==> src/rtl/sigmoid_seg_sel.sv <==
// sigmoid_seg_sel: classify signed Q8.8 x into 8 PWL sigmoid segments, emit
// registered x/gradient/offset/seg_idx with valid/ready flow control.
// Ports: clk, rst (async high), in_valid/in_ready/x_in upstream,
//   out_valid/out_ready/x_out/gradient/offset/seg_idx downstream.
// Macro SIGMOID_COEF_WR_EN adds coef_we/coef_addr/coef_grad/coef_off
//   to make the coefficient table writable.
module sigmoid_seg_sel #(
  parameter int BITS      = 16,
  parameter int SEG_IDX_W = 3
) (
  input  logic                 clk,
  input  logic                 rst,
  input  logic                 in_valid,
  output logic                 in_ready,
  input  logic [BITS-1:0]      x_in,
  output logic                 out_valid,
  input  logic                 out_ready,
  output logic [BITS-1:0]      x_out,
  output logic [BITS-1:0]      gradient,
  output logic [BITS-1:0]      offset,
  output logic [SEG_IDX_W-1:0] seg_idx
`ifdef SIGMOID_COEF_WR_EN
  ,
  input  logic                 coef_we,
  input  logic [SEG_IDX_W-1:0] coef_addr,
  input  logic [BITS-1:0]      coef_grad,
  input  logic [BITS-1:0]      coef_off
`endif
);

  localparam logic [BITS-1:0] DEF_G [8] = '{
    16'h0000, 16'h0008, 16'h0020, 16'h0040,
    16'h0040, 16'h0020, 16'h0008, 16'h0000
  };
  localparam logic [BITS-1:0] DEF_O [8] = '{
    16'h0000, 16'h0028, 16'h0060, 16'h0080,
    16'h0080, 16'h00A0, 16'h00D8, 16'h0100
  };

  logic                        advance;
  logic signed [BITS-1:0]      xs;
  logic [SEG_IDX_W-1:0]        seg_c;
  logic                        s1_valid;
  logic [BITS-1:0]             s1_x;
  logic [SEG_IDX_W-1:0]        s1_seg;
  logic [BITS-1:0]             g_lu;
  logic [BITS-1:0]             o_lu;

  // Whole pipe moves together; a held output freezes both stages.
  assign advance  = !out_valid || out_ready;
  assign in_ready = advance;

  // Plain signed compares: no abs(), so 0x8000 needs no special case.
  assign xs = $signed(x_in);

  always_comb begin
    seg_c = 3'd0;
    if (xs >= 16'sh0500)
      seg_c = 3'd7;
    else if (xs >= 16'sh0260)
      seg_c = 3'd6;
    else if (xs >= 16'sh0100)
      seg_c = 3'd5;
    else if (xs >= 16'sh0000)
      seg_c = 3'd4;
    else if (xs >= 16'shFF00)
      seg_c = 3'd3;
    else if (xs >= 16'shFDA0)
      seg_c = 3'd2;
    else if (xs >= 16'shFB00)
      seg_c = 3'd1;
    else
      seg_c = 3'd0;
  end

`ifdef SIGMOID_COEF_WR_EN
  logic [BITS-1:0] tbl_g [8];
  logic [BITS-1:0] tbl_o [8];

  // Writes land on the edge; a same-edge stage-2 load sees the old entry.
  always_ff @(posedge clk or posedge rst) begin
    if (rst) begin
      tbl_g <= DEF_G;
      tbl_o <= DEF_O;
    end else if (coef_we) begin
      tbl_g[coef_addr] <= coef_grad;
      tbl_o[coef_addr] <= coef_off;
    end
  end

  assign g_lu = tbl_g[s1_seg];
  assign o_lu = tbl_o[s1_seg];
`else
  assign g_lu = DEF_G[s1_seg];
  assign o_lu = DEF_O[s1_seg];
`endif

  always_ff @(posedge clk or posedge rst) begin
    if (rst) begin
      s1_valid  <= 1'b0;
      s1_x      <= '0;
      s1_seg    <= '0;
      out_valid <= 1'b0;
      x_out     <= '0;
      seg_idx   <= '0;
      gradient  <= '0;
      offset    <= '0;
    end else if (advance) begin
      s1_valid  <= in_valid;
      s1_x      <= x_in;
      s1_seg    <= seg_c;
      out_valid <= s1_valid;
      x_out     <= s1_x;
      seg_idx   <= s1_seg;
      gradient  <= g_lu;
      offset    <= o_lu;
    end
  end

endmodule

==> config.mk <==
export PLATFORM = sky130hd
export DESIGN_NAME = sigmoid_seg_sel
export DESIGN_NICKNAME = d
export VERILOG_FILES = /design/src/rtl/sigmoid_seg_sel.sv
export SDC_FILE = /design/constraint.sdc
export NUM_CORES = 1
export LEC_CHECK = 0
export ABC_CLOCK_PERIOD_IN_PS = 1900
export CAP_MARGIN = 20
export CORE_ASPECT_RATIO = 0.6
export CORE_MARGIN = 2
export CORE_UTILIZATION = 45
export DETAILED_ROUTE_END_ITERATION = 8
export PLACE_DENSITY = 0.8
export REMOVE_ABC_BUFFERS = 1
export SLEW_MARGIN = 20
export SYNTH_ARGS = -nofsm -noshare
export SYNTH_HDL_FRONTEND = slang
export SYNTH_SLANG_ARGS = --single-unit
==> constraint.sdc <==
create_clock -name clk -period 1.9 [get_ports clk]
set_input_delay 0.57 -clock clk [delete_from_list [all_inputs] [get_ports clk]]
set_output_delay 0.57 -clock clk [all_outputs]
set_load 0.005 [all_outputs]
Word level (Yosys, flattened, before mapping)
Memories as Yosys holds them, arrays and structs flattened. A register that Yosys moved wholly into a read port is not among the register bits.
Index checks and enable logic that the tools add are counted.
- flip-flop bits (word level): 40
- latch bits: 0
- memories kept: 2
- bits of input ports: 20
- logic and storage cells: 25
- bits in read-only memories: 256
- memory bits (writable): 0
- memory list (memory ; words ; width ; rd ports ; clocked after memory_dff ; write ports ; RTL line ; source):
    (no name shown) ; 8 ; 16 ; 1 ; 1 ; 0 ; 95 ; assign o_lu = DEF_O[s1_seg];
    (no name shown) ; 8 ; 16 ; 1 ; 1 ; 0 ; 94 ; assign g_lu = DEF_G[s1_seg];
- multiplexer cells: 7
- divide/modulo/power cells: 0
- reduce and logical (&&, ||, !) cells: 2
- $lt $le $gt $ge: 7
- multipliers: 0
- bitwise operators: 1
- shift operators: 0
- $add $sub $neg: 0
- equal/unequal tests: 0
- operators by type and width (operator ; count):
    $ge A16 B11 Y1 const B ; 2
    $ge A16 B12 Y1 const B ; 2
    $ge A16 B1 Y1 const B ; 1
    $ge A16 B10 Y1 const B ; 1
    $ge A16 B9 Y1 const B ; 1
    $mux W3 ; 4
    $mux W2 ; 2
    $not A3 Y4 ; 1
    $logic_not A1 Y1 ; 1
    $logic_or A1 B1 Y1 ; 1
    $mux W1 ; 1

Longest topological paths before layout
- depth after elaboration: 8
- depth in mapped cells: 6
- depth with buffers taken out: 5

Worst setup path before layout
Ideal clock, no wire load.
- path type: input port to output port
- from: input out_ready
- to: output in_ready
- cell stages on the path: 4
- path buffers: 2
- data required time: 1330 ps
- data arrival time: 1016 ps
- path slack: 314 ps
- cells stage by stage: nor2b_1 > buf_6 > inv_4 > buf_2
- word-level cells in the longest chain between the ends: 1
- RTL lines (element ; RTL line ; source):
    start: declaration ; 17 ; input logic out_ready,
    $logic_or A1 B1 Y1 ; 50 ; assign advance = !out_valid || out_ready;
    end: declaration ; 14 ; output logic in_ready,
No other way between the ends.

Worst setup path in the final report
Same ends and word-level chain as after synthesis.

==> flow_summary.yaml <==
outcome:
  status: "finished, final reports clean"
drt:
  drc: 0
  wire_per_inst_um: 11.7
  ant_nets: 0
  drtIter0Drc: 74
  wl_mm: 4.29
  vias: 1647
  first_pass_iters: 4
  vias_per_cell: 4.50
final_layout:
  drive_gt1_share_pct: 7.92
  fillers: 443
  final_cells: 366
  final_cell_mix: "nand2_1, dfrtp_1, clkdlybuf4s50_1"
  n_antenna_cell: 0
  area_growth_pct: 27.6
  nets: 327
  layout_commonest_cell: "nand2_1"
worst_setup_path:
  crit_fanout: 2
  arrival_ns: 1.25
  setup.worst_path.class: "primary input to output pin"
  worstPathRequired_ns: 1.33
  endpoint_kind: "output pin"
  cp-start-kind: "primary input"
clocking:
  cts_num_sinks: 48
  numCtsBuffers: 5
  clk_latency_ns: 0.31
  h-tree-depth: 2
  clkTransAtPathRegs_ns: 0.08
  hold_buffers: 0
  cts.root.buffer_cell: "clkbuf_8"
  clk_path_buf_depth: 2
  tritoncts: "yes"
flow_run:
  cap_violations: 0
logic_synthesis:
  avgSynthCellArea_um2: 8.95
  yosys_warnings: 0
  synth.distinct_cells: 26
  synth_seq_cells: 48
  yosysSeqAreaShare_pct: 54.3
  syn-instance-count: 247
  synth_area_um2: 2210
sta:
  setup_viol: 0
  rsz0062_at_grt: "no"
  fmax_mhz: 551
  fin_crit_sh_pct: 95.6
  fin_crit_ns: 1.82
  hold_viol: 0
  slew_viol_final: 0
  tns_ns: 0
  finClkSkew_ns: 0.00924
global_routing:
  grt_overflow_total: 0
  grt_pass1_vias: 1467
  grt_pass1_wl_mm: 6.88
  antenna_found_initial: 0
  grt_use_total_pct: 16.5
  grt_max_degree: 54
place:
  hpwl_mm: 3.08
  place_inst: 357
  placement.io_buffers: 49
  routabilityCongestion: 0.780
floorplanning:
  die_w_um: 94.5
  coreArea_um2: 4660
  initial_core_util_pct: 47.4
  num_rows: 19
  die_area_um2: 5510
  io_pins: 73
  die_h_um: 58.3
power_and_ir_drop:
  leakage_nw: 1.43
  p_per_area_nw_per_um2: 911
  max-vdd-ir-drop_v: 0.000490
  total_power_w: 0.00257
hold_path:
  worst_hold_path_type: "register to register"
==> cells in the mapped netlist <==
library cell	count	area, um2
nor2_1	5	18.8
buf_4	25	188
o21a_1	1	7.51
a311oi_1	1	8.76
a21oi_1	3	15.0
a211o_1	2	17.5
nor4_4	1	21.3
o211a_1	1	10.0
a311oi_2	1	15.0
nand3_1	2	10.0
mux2i_1	2	20.0
dfrtp_1	48	1200
nor2b_1	2	12.5
inv_4	1	6.26
o31ai_1	1	7.51
conb_1	1	3.75
nand2b_1	2	12.5
o22ai_1	1	6.26
inv_1	5	18.8
buf_2	9	45.0
nor3b_1	1	7.51
a31oi_1	1	6.26
o21ai_0	7	35.0
buf_6	1	11.3
ha_1	5	62.6
nand2_1	118	443
==> worst max-delay path: stages <==
cell,delay (ns)
dlygate4sd2_1,0.26
nor2b_4,0.16
inv_4,0.05
clkdlybuf4s15_1,0.20
==> state kept, by name, summed over array words and instances (netlist names) <==
| signal | flops |
|---|---|
| s1_seg | 3 |
| s1_valid | 1 |
| s1_x | 16 |
| out_valid | 1 |
| gradient | 3 |
| offset | 5 |
| x_out | 16 |
| seg_idx | 3 |
==> metal layers <==
metal | track usage (%) | routed length (um) | vias to the layer above
met5 | 0 | 0 | -
met4 | 6.21 | 38 | 0
met3 | 4.35 | 309 | 4
met2 | 23.5 | 1810 | 58
met1 | 24.3 | 2130 | 751
li1 | - | - | 834
==> final timing paths <==
| check | endpoint | cells past startpoint | slack (ns) | from |
|---|---|---|---|---|
| max in group asynchronous | x_out[14] | 3 | 1.06 | rst |
| min in group asynchronous | offset[4] | 3 | 0.62 | rst |
| hold reg to reg | x_out[11] | 2 | 0.47 | x_out[11] |
| hold / removal | x_out[11] | 2 | 0.47 | x_out[11] |
| setup reg to reg | s1_seg[1] | 5 | 0.31 | out_valid |
| setup / recovery | in_ready | 4 | 0.08 | out_ready |
==> where the power goes <==
group	total (W)	switching (W)	internal, W
registers	0.00130	0.000105	0.00119
logic	0.000641	0.000280	0.000361
clock network	0.000633	0.000337	0.000296
==> through the flow <==
step / area [um2] / hold slack, ns / util, % / setup WS (ns)
finish: 2820 / 0.466 / 60.6 / 0.0841
global route: 2820 / 0.492 / 60.6 / 0.0565
CTS: 2820 / 0.474 / 60.5 / 0.0265
detailed placement: 2720 / 0.455 / 58.4 / -0.367
global placement: 2720 / 0.440 / 58.4 / -0.361
floorplan: 2050 / 0.430 / - / -1.51
==> final cells by class <==
type	instances	area [um2]	share of cell area, %
Clock inverter	1	7.51	0.266
Clock buffer	7	86.3	3.06
Timing Repair Buffer	61	592	21.0
Multi-Input combinational cell	180	831	29.4
Sequential cell	48	1200	42.6
Tap cell	63	78.8	2.79
Inverter	6	25.0	0.887
==> cell families after synthesis <==
logic type                 synth area share, %
and+or+nand+nor                           23.8
buffers and inverters                     12.2
AOI/OAI and AO/OA                         5.83
DFF                                       54.3
muxes                                    0.906
adders and majority gates                 2.83
other                                    0.170
==> what timing repair did <==
action,CTS,global route
buffers inserted,1,0
cloned,0,0
gates resized for setup,2,1
pin swaps,0,0
setup endpoints to repair,1,1
No activity file was read; power rests on OpenSTA's default activity.
